**src/rtl/alu_mul_seq_if.sv**
```systemverilog
// Shared-ALU request port of the iterative multiplier.
// master: sequencer side, slave: arbiter/ALU side.
`ifndef ALU_ADD
`define ALU_ADD 4'b0001
`endif

interface alu_mul_seq_if;
  logic        alu_req;
  logic        alu_gnt;
  logic [31:0] alu_a;
  logic [31:0] alu_b;
  logic [3:0]  alu_op;
  logic [31:0] alu_c;

  modport master (
    output alu_req,
    output alu_a,
    output alu_b,
    output alu_op,
    input  alu_gnt,
    input  alu_c
  );

  modport slave (
    input  alu_req,
    input  alu_a,
    input  alu_b,
    input  alu_op,
    output alu_gnt,
    output alu_c
  );
endinterface

```
**src/rtl/alu_mul_seq.sv**
```systemverilog
// Shift-add MUL sequencer borrowing the pipeline ALU for adds.
// Ports: clk_i/rst_i, start/flush, operands, busy/done/result, alu (master).
`ifndef ALU_ADD
`define ALU_ADD 4'b0001
`endif

module alu_mul_seq #(
  parameter int WIDTH      = 32,
  parameter bit EARLY_EXIT = 1'b1
) (
  input  logic             clk_i,
  input  logic             rst_i,
  input  logic             start_i,
  input  logic             flush_i,
  input  logic [WIDTH-1:0] op_a_i,
  input  logic [WIDTH-1:0] op_b_i,
  output logic             busy_o,
  output logic             done_o,
  output logic [WIDTH-1:0] result_o,
  alu_mul_seq_if.master    alu
);

  localparam int CW = $clog2(WIDTH);
  localparam logic [CW-1:0] LAST = CW'(WIDTH - 1);

  typedef enum logic [1:0] {
    IDLE = 2'd0,
    RUN  = 2'd1,
    DONE = 2'd2
  } state_t;

  state_t         state_q, state_d;
  logic [WIDTH-1:0] acc_q, acc_d;
  logic [WIDTH-1:0] mcand_q, mcand_d;
  logic [WIDTH-1:0] mplier_q, mplier_d;
  logic [WIDTH-1:0] result_q, result_d;
  logic [CW-1:0]    cnt_q, cnt_d;
  logic             step;

  always_ff @(posedge clk_i or posedge rst_i) begin
    if (rst_i) begin
      state_q  <= IDLE;
      acc_q    <= '0;
      mcand_q  <= '0;
      mplier_q <= '0;
      result_q <= '0;
      cnt_q    <= '0;
    end else begin
      state_q  <= state_d;
      acc_q    <= acc_d;
      mcand_q  <= mcand_d;
      mplier_q <= mplier_d;
      result_q <= result_d;
      cnt_q    <= cnt_d;
    end
  end

  always_comb begin
    state_d     = state_q;
    acc_d       = acc_q;
    mcand_d     = mcand_q;
    mplier_d    = mplier_q;
    result_d    = result_q;
    cnt_d       = cnt_q;
    step        = 1'b0;
    done_o      = 1'b0;
    alu.alu_req = 1'b0;
    alu.alu_a   = '0;
    alu.alu_b   = '0;
    alu.alu_op  = 4'b0;

    unique case (state_q)
      IDLE: begin
        if (start_i && !flush_i) begin
          mcand_d  = op_a_i;
          mplier_d = op_b_i;
          acc_d    = '0;
          cnt_d    = '0;
          state_d  = RUN;
        end
      end
      RUN: begin
        if (flush_i) begin
          state_d = IDLE;
        end else if (EARLY_EXIT && mplier_q == '0) begin
          state_d = DONE;
        end else if (mplier_q[0]) begin
          alu.alu_req = 1'b1;
          alu.alu_a   = acc_q;
          alu.alu_b   = mcand_q;
          alu.alu_op  = `ALU_ADD;
          if (alu.alu_gnt) begin
            acc_d = alu.alu_c;
            step  = 1'b1;
          end
        end else begin
          step = 1'b1;
        end
        if (step) begin
          mcand_d  = mcand_q << 1;
          mplier_d = mplier_q >> 1;
          cnt_d    = cnt_q + 1'b1;
          if (cnt_q == LAST) state_d = DONE;
        end
      end
      DONE: begin
        done_o   = 1'b1;
        result_d = acc_q;
        state_d  = IDLE;
      end
      default: state_d = IDLE;
    endcase
  end

  // Result is forwarded combinationally in DONE so EX sees it with done_o.
  assign result_o = (state_q == DONE) ? acc_q : result_q;
  assign busy_o   = (state_q == RUN) || (state_q == DONE);

endmodule

```
**src/flat_wrapper.sv**
```systemverilog
// flat-port wrapper written by rule: the top's interface ports become plain ports
module alu_mul_seq_flat 
#(
  parameter int WIDTH      = 32,
  parameter bit EARLY_EXIT = 1'b1
)
  (clk_i, rst_i, start_i, flush_i, op_a_i, op_b_i, busy_o, done_o, result_o, alu_alu_req, alu_alu_a, alu_alu_b, alu_alu_op, alu_alu_gnt, alu_alu_c);
  alu_mul_seq_if alu_i ();
  input  logic clk_i;
  input  logic rst_i;
  input  logic start_i;
  input  logic flush_i;
  input  logic [WIDTH-1:0] op_a_i;
  input  logic [WIDTH-1:0] op_b_i;
  output logic busy_o;
  output logic done_o;
  output logic [WIDTH-1:0] result_o;
  output wire logic [$bits(alu_i.alu_req)-1:0] alu_alu_req;
  output wire logic [$bits(alu_i.alu_a)-1:0] alu_alu_a;
  output wire logic [$bits(alu_i.alu_b)-1:0] alu_alu_b;
  output wire logic [$bits(alu_i.alu_op)-1:0] alu_alu_op;
  input wire logic [$bits(alu_i.alu_gnt)-1:0] alu_alu_gnt;
  input wire logic [$bits(alu_i.alu_c)-1:0] alu_alu_c;
  assign alu_alu_req = alu_i.alu_req;
  assign alu_alu_a = alu_i.alu_a;
  assign alu_alu_b = alu_i.alu_b;
  assign alu_alu_op = alu_i.alu_op;
  assign alu_i.alu_gnt = alu_alu_gnt;
  assign alu_i.alu_c = alu_alu_c;
  alu_mul_seq #(.WIDTH(WIDTH), .EARLY_EXIT(EARLY_EXIT)) u_core (.clk_i(clk_i), .rst_i(rst_i), .start_i(start_i), .flush_i(flush_i), .op_a_i(op_a_i), .op_b_i(op_b_i), .busy_o(busy_o), .done_o(done_o), .result_o(result_o), .alu(alu_i));
endmodule
```
**config.mk**
```make
export PLATFORM = sky130hd
export DESIGN_NAME = alu_mul_seq_flat
export DESIGN_NICKNAME = d
export VERILOG_FILES = /design/src/rtl/alu_mul_seq_if.sv /design/src/rtl/alu_mul_seq.sv /design/src/flat_wrapper.sv
export SDC_FILE = /design/constraint.sdc
export NUM_CORES = 1
export LEC_CHECK = 0
export CAP_MARGIN = 20
export CORE_MARGIN = 2
export CORE_UTILIZATION = 42
export DETAILED_ROUTE_END_ITERATION = 16
export GPL_ROUTABILITY_DRIVEN = 0
export PLACE_DENSITY_LB_ADDON = 0.2
export SLEW_MARGIN = 15
export SYNTH_ARGS = -nofsm -noshare
export SYNTH_HDL_FRONTEND = slang
export SYNTH_SLANG_ARGS = --single-unit
```
**constraint.sdc**
```tcl
create_clock -name clk_i -period 4.7 [get_ports clk_i]
set_input_delay 1.175 -clock clk_i [delete_from_list [all_inputs] [get_ports clk_i]]
set_output_delay 1.175 -clock clk_i [all_outputs]
set_load 0.005 [all_outputs]
```
; ---- Yosys cells after proc, flatten, opt, wreduce, memory -nomap -nowiden
; Cells that the tools add are included.
[totals]
reg_bits = 135
output_inout_bits = 103
[op_classes]
add_sub_neg = 1
eq_ne = 9
n_mux = 44
n_reduce_logical = 8
[op_table]
columns = operator, n
row1 = $mux 32, 18
row2 = $pmux 32 s2, 3
row3 = $logic_not 32->1, 1
row4 = $mux 4, 3
row5 = $mux 1, 11
row6 = $mux 2, 5
row7 = $mux 5, 2
row8 = $pmux 5 s2, 1
row9 = $ne 2x2->1 const B, 4
row10 = $reduce_and 6->1, 1
row11 = $add 5x1->5 const B, 1
row12 = $eq 5x5->1 const B, 1
row13 = $ne 2x1->1 const B, 2
row14 = $pmux 2 s2, 1
row15 = $reduce_and 3->1, 1
row16 = $eq 2x1->1 const B, 1
row17 = $eq 2x2->1 const B, 1
row18 = $logic_not 2->1, 1
row19 = $reduce_bool 2->1, 1
row20 = $logic_and 1x1->1, 1
row21 = $logic_not 1->1, 1
row22 = $logic_or 1x1->1, 1

; ---- Logic depth before layout (Yosys ltp)
; Gate-level depths: netlist (run 1).
[logic_depth]
depth_word = 7
ltp_mapped = 9
ltp_nobuf = 7

; ---- Worst setup path before layout (run 1)
; OpenSTA, ideal clock, no wires.
[synth_path]
kind = input-to-output
start = input flush_i
end = output alu_alu_a[22]
arrival_ns = 2.146
path_slack_ns = 1.379
path_stages = 5
path_buffers = 1
path_cell_list = inv_1 nand2_1 nor2_1 clkbuf_1 and2_1
[synth_via]
elab_chain_len = 2
[synth_rtl]
columns = element, line
row1 = "start, declared", flat_wrapper.sv:12  ; input logic flush_i;
row2 = $mux 32, alu_mul_seq.sv:83  ; if (flush_i) begin
row3 = $mux 32, alu_mul_seq.sv:72  ; unique case (state_q)
row4 = "end, declared", flat_wrapper.sv:19  ; output wire logic [$bits(alu_i.alu_a)-1:0] alu_alu_a;
; Every way passes these cells.

; ---- Final worst setup path (run 1)
[layout_path]
start = input flush_i
end = output alu_alu_b[11]
[layout_via]
elab_chain_len = 2
[layout_rtl]
columns = element, line
row1 = $mux 32, alu_mul_seq.sv:83
row2 = $mux 32, alu_mul_seq.sv:72
row3 = "end, declared", flat_wrapper.sv:20  ; output wire logic [$bits(alu_i.alu_b)-1:0] alu_alu_b;
; Every way passes these cells.

==> results of run 1 <==
-- routing by layer --
metal  routed length, um  share of wire (%)  up-vias  global-route usage (%)
li1                    -                  -     2458                       -
met3                 915                5.4       22                   5.013
met1                7527                 44     2616                   28.34
met5                   0                  0        -                       0
met4                 310                1.8        0                   8.727
met2                8281                 49      173                   35.99
-- final cells by class --
type	count	area share [%]
clock buffer	18	4.875
clock inverter	13	2.264
inverter	8	0.3750
multi-input combinational	389	29.03
sequential	135	37.50
tap	184	2.556
timing repair buffer	212	23.40
-- how the worst min path moves through the flow --
| stage | depth (start not counted) | endpoint | startpoint | slack [ns] |
|---|---|---|---|---|
| 3_5_place_dp | 2 | u_core.acc_q[17] | u_core.acc_q[17] | 0.47 |
| 2_1_floorplan | 2 | u_core.acc_q[0] | u_core.acc_q[0] | 0.45 |
| 4_1_cts | 2 | u_core.acc_q[16] | u_core.acc_q[16] | 0.49 |
| 6_report | 2 | u_core.acc_q[26] | u_core.acc_q[26] | 0.48 |
| 3_3_place_gp | 2 | u_core.acc_q[27] | u_core.acc_q[27] | 0.46 |
| 5_1_grt | 1 | u_core.result_q[14] | u_core.result_q[14] | 0.51 |
-- stage by stage --
step	hold WS, ns	total power [mW]	cells	cell area (um2)	setup WS (ns)
2_1_floorplan	0.4469	3.059	586	6250	1.379
3_3_place_gp	0.4593	3.636	928	8362	0.4452
3_5_place_dp	0.4713	3.712	928	8362	0.3564
4_1_cts	0.4855	5.177	959	9005	0.3468
5_1_grt	0.5085	5.450	959	9009	0.1992
6_report	0.4812	5.139	959	9009	0.3695
-- registers in the layout, summed over array words and instances, names as in the netlist --
name,count
u_core.mcand_q,32
u_core.result_q,32
u_core.acc_q,32
u_core.state_q,2
u_core.cnt_q,5
u_core.mplier_q,32
-- cell families (layout without fill, tap and decap cells) --
family	after synthesis	after routing	synth area share, %
fa+ha+maj	5	5	1.003
compound gates	143	143	17.49
buf+inv	62	251	4.753
simple gates	204	204	16.43
other cells	1	3	0.06011
mux	34	34	6.117
flops	135	135	54.15
-- critical path, cell delays in order --
cell	delay [ns]
clkdlybuf4s50_1	0.50
inv_1	0.19
nand2_1	0.16
nor2_4	0.12
buf_4	0.31
and2_1	0.19
clkdlybuf4s50_1	0.50
-- layout by cell type (no fill, tap or decap), types with 2 or more instances in the layout --
master,Yosys,routed
nor4_1,8,8
clkinv_2,0,3
nor3_1,3,2
or3_1,2,2
clkdlybuf4s50_1,0,200
o22ai_1,61,61
a21oi_1,5,4
clkinvlp_4,0,5
dfrtp_1,135,135
nand3b_1,2,2
a2bb2oi_1,58,58
bufinv_16,0,5
o211ai_1,4,4
clkbuf_16,0,17
a2bb2oi_2,3,3
nand3_1,38,38
nand4_1,3,3
o21ai_0,4,4
conb_1,1,3
mux2_2,33,33
nand2_1,76,76
ha_1,5,4
nor2_1,5,4
nand2b_1,2,2
inv_1,8,7
buf_4,7,10
a21oi_4,0,2
and2_1,63,63
-- power by group through the flow --
stage | clock network [mW] | registers (mW) | logic (mW)
floorplan | 0 | 1.78 | 1.28
global placement | 0 | 1.87 | 1.76
detailed placement | 0 | 1.89 | 1.83
CTS | 1.47 | 1.88 | 1.83
global route | 1.52 | 1.93 | 1.99
finish | 1.44 | 1.88 | 1.81
==> impl_metrics.ini, run 1 <==
[setup_path]
crit_type = in -> out
endpoint_kind = output port
startpoint = flush_i
crit_end = alu_alu_b[11]
r2r-start = u_core.state_q[1]
r2r_slack_ns = 1.74
crit-reg2reg-capture = u_core.mplier_q[8]
startpoint_type = input port
arrival_ns = 3.16
r2r_cells = 7
crit_fanout = 40
cp.required_ns = 3.52

[layout]
nFillCells = 1187
layout.nets = 869
multiInputGateArea_mm2 = 0.002615
synthToLayoutAreaGrowth_pct = 44.40
finish.utilization_pct = 61.98
antenna_cells = 0
seq_area_mm2 = 0.003378
drive_above_1_share_pct = 11.23

[sta]
skew_ns = 0.008298
period_needed_ns = 4.331
tightest_slew_ns = 0.9593
grt_setup_unrepaired = false
hold_violations = 0
slew_headroom_pct = 36.05
finalMaxSlewViolations = 0
finalSetupViolations = 0
max_freq_ghz = 0.2309
period_share_pct = 92.14
tns_ns = 0

[hold_path]
worstHoldPathType = reg -> reg

[synthesis]
ys.flop_type = dfrtp_1
synth_cells = 584
synth-seq-cells = 135
synth_most_common_cell = dfrtp_1
synthDistinctLibCells = 37
synth_top_cell_area_share_pct = 54.15
syn_area_per_cell_um2 = 10.68
async_reset_ff_share_pct = 100.0
synth_area_mm2 = 0.006238
synth-edff-count = 0
yosys-top-cells-count = dfrtp_1 (135), nand2_1 (76), and2_1 (63), o22ai_1 (61), a2bb2oi_1 (58)
synthTopCellsByArea = dfrtp_1 (54%), a2bb2oi_1 (8.1%), and2_1 (6.3%), o22ai_1 (6.1%), mux2_2 (6.0%)
ys_warn_count = 0
yosysSeqAreaShare_pct = 54.15
yosysTopAreaCell = dfrtp_1

[detailed_routing]
first_pass_iters = 5
viasPerCell = 5.494
drt_iter0_drc = 324
ant_nets = 0
num_vias = 5269
drc = 0
wl_per_cell_um = 17.76
routed_wl_mm = 17.03

[clock_network]
cts_buffers = 17
insertion_delay_ns = 0.41
hold_buffers = 0
postCtsSetupBuffers = 0
numClockSinks = 135
root_buffer = clkbuf_16
cts_resized = 0
clk_pin_slew_ns = 0.05
h-tree-depth = 4
tritoncts = yes
cts_buffer_depth = 2

[power]
irDropWorstVdd_v = 0.0003064
p_leak_nw = 3.851
p_comb_share_pct = 35.3
p_sw_share_pct = 33.49
clock_power_share_pct = 28.1
power_switching_mw = 1.721
power_density_mw_per_mm2 = 570.5
power.share.sequential_pct = 36.6
cellInternalPower_mw = 3.418

[die]
die_area_mm2 = 0.01584
placeableCoreArea_mm2 = 0.01453
fp-row-count = 44
ios = 204
die_height_um = 125.9
start_util_pct = 42.92
fp.dieW_um = 125.9

[placed_design]
hpwlAfterDp_mm = 11.07
portBuffers = 200

[global_routing]
antenna_found_initial = 0
grt_pass1_wl_mm = 27.95
grt_max_degree = 112
grt_pass1_vias = 5448
grt-ovfl-total = 0
track_usage_pct = 21.93

[run]
cap_viol_max_count = 0

[run_status]
status = finished, final reports clean
Note: power is estimated with default switching activity, not from simulation.
==> run 2: changes to the inputs <==
- ABC_AREA: unset -> 1
- CORE_UTILIZATION: 42 -> 44
- CTS_BUF_LIST: unset -> sky130_fd_sc_hd__clkbuf_2
- CTS_CLUSTER_DIAMETER: unset -> 50
==> impl_metrics.ini, run 2 <==
[run_status]
status = finished, final reports clean

[layout]
mostFrequentLayoutCells = nand2_1 (285), clkdlybuf4s50_1 (200), dfrtp_1 (135), nor2_1 (126), nand3_1 (101)
layout.nets = 1185
drive_above_1_share_pct = 4.853
synthToLayoutAreaGrowth_pct = 35.79
final_cells = 1276
layout_commonest_cell = nand2_1
finish.utilization_pct = 61.79
antenna_cells = 0

[sta]
hold_violations = 0
finalMaxSlewViolations = 0
slew_headroom_pct = 43.10
period_share_pct = 89.45
grt_setup_unrepaired = false
tightest_slew_ns = 0.8536
skew_ns = 0.02322
tns_ns = 0
max_freq_ghz = 0.2379
finalSetupViolations = 0
period_needed_ns = 4.204

[power]
p_comb_share_pct = 40.9
p_leak_nw = 4.400
irDropWorstVdd_v = 0.0003342
p_sw_share_pct = 41.98
power.share.sequential_pct = 40.1
clock_power_share_pct = 19.1
power_density_mw_per_mm2 = 462.9
power_switching_mw = 1.758
finalPower_mw = 4.188
cellInternalPower_mw = 2.430

[detailed_routing]
viasPerCell = 4.864
drt_iter0_drc = 403
wl_per_cell_um = 13.46
routed_wl_mm = 17.18
ant_nets = 0
num_vias = 6206
drc = 0
first_pass_iters = 6

[setup_path]
crit_fanout = 37
crit_end = result_o[0]
startpoint_type = flip-flop
r2r-start = u_core.state_q[1]
cp.required_ns = 3.52
crit_type = reg -> out
slowest_stage = ha_2
endpoint_kind = output port
cpPeakStageDelay_ns = 0.63
r2r_cells = 9
arrival_ns = 3.03
crit-reg2reg-capture = u_core.mplier_q[25]
crit_chain = inv_1 > ha_2 > buf_4 > nor2_1 > a21oi_1 > clkdlybuf4s50_1
startpoint = u_core.state_q[0]
r2r_slack_ns = 2.08

[synthesis]
synthTopCellsByArea = dfrtp_1 (51%), nand2_1 (16%), nand3_1 (7.6%), nor2_1 (7.1%), o21ai_0 (4.7%)
async_reset_ff_share_pct = 100.0
synth_top_cell_area_share_pct = 50.69
yosys-top-cells-count = nand2_1 (288), dfrtp_1 (135), nor2_1 (126), nand3_1 (101), inv_1 (81)
ys_warn_count = 0
synth_most_common_cell = nand2_1
synth_area_mm2 = 0.006664
synthDistinctLibCells = 22
ys.flop_type = dfrtp_1
synth-seq-cells = 135
synth_cells = 908
yosysSeqAreaShare_pct = 50.69
synth-edff-count = 0
syn_area_per_cell_um2 = 7.339
yosysTopAreaCell = dfrtp_1

[die]
ios = 204
fp.dieW_um = 127.1
die_area_mm2 = 0.01615
fp-row-count = 44
placeableCoreArea_mm2 = 0.01464
start_util_pct = 45.51
die_height_um = 127.1

[global_routing]
grt_pass1_wl_mm = 28.59
grt_pass1_vias = 5824
antenna_found_initial = 0
track_usage_pct = 21.76
grt_max_degree = 98
grt-ovfl-total = 0

[clock_network]
insertion_delay_ns = 0.68
numClockSinks = 135
postCtsSetupBuffers = 0
root_buffer = clkbuf_2
h-tree-depth = 4
cts_buffer_depth = 2
tritoncts = yes
cts_buffers = 17
cts_resized = 0
hold_buffers = 0
clk_pin_slew_ns = 0.20

[placed_design]
dp_cells = 1244
portBuffers = 200
hpwlAfterDp_mm = 11.11

[hold_path]
worstHoldPathType = reg -> reg

[run]
cap_viol_max_count = 0
[run 2: cell types whose count changed after synthesis, sizes merged, moves of 63 or more]
cell | before | now
and2 | 63 | 0
inv | 8 | 82
nand2 | 76 | 288
nor2 | 5 | 126
nand3 | 38 | 101
[run 2: power by group through the flow]
stage / registers, mW / clock network, mW / logic [mW]
after floorplan: 1.66 / 0 / 1.28
after global placement: 1.69 / 0 / 1.71
after detailed placement: 1.70 / 0 / 1.73
after CTS: 1.68 / 0.829 / 1.74
after global routing: 1.73 / 0.877 / 1.99
final: 1.68 / 0.798 / 1.71
[run 2: metal layers]
layer	share of wire [%]	vias up	GRT usage [%]
li1	-	3156	-
met1	45	2824	29.31
met2	45	209	33.65
met3	8.9	17	7.412
met4	1.2	0	6.335
met5	0	-	0
[run 2: worst min-delay path by stage]
stage | cells past startpoint | to | slack, ns | startpoint
2_1_floorplan | 2 | u_core.mcand_q[0] | 0.44 | u_core.mcand_q[0]
3_3_place_gp | 2 | u_core.mcand_q[3] | 0.45 | u_core.mcand_q[3]
3_5_place_dp | 2 | u_core.mcand_q[2] | 0.46 | u_core.mcand_q[2]
4_1_cts | 2 | u_core.mcand_q[26] | 0.50 | u_core.mcand_q[26]
5_1_grt | 2 | u_core.mcand_q[16] | 0.52 | u_core.mcand_q[16]
6_report | 2 | u_core.mcand_q[3] | 0.50 | u_core.mcand_q[3]
[run 2: area by class of cell]
class	count	area, um2
timing repair buffer	212	2117
fill	1343	5595
inverter	82	311.5
multi-input combinational	631	2725
clock inverter	15	201.4
tap	184	230.2
clock buffer	17	85.08
sequential	135	3378
[run 2: kinds of logic after synthesis]
logic type | after synthesis | synth area share, %
other | 1 | 0.05627
buffers and inverters | 144 | 8.825
AOI/OAI and AO/OA | 103 | 8.036
adders and majority gates | 5 | 0.9388
and+or+nand+nor | 519 | 31.32
xor gates and xnor gates | 1 | 0.1315
DFF | 135 | 50.69
[run 2: worst max-delay path, delay by kind of cell (launching register included)]
kind            cells  cell delay, ns
compound gates      1            0.20
fa+ha+maj           1            0.63
buf+inv             3            0.99
flops               1            0.43
simple gates        1            0.09
[run 2: per-stage QoR]
step                setup slack [ns]  instance area (um2)  hold slack (ns)
floorplan                      1.452                 6675           0.4419
global placement              0.7318                 8762           0.4532
detailed placement            0.7250                 8762           0.4584
CTS                           0.4251                 9049           0.4976
global route                  0.2119                 9049           0.5197
finish                        0.4959                 9049           0.4961
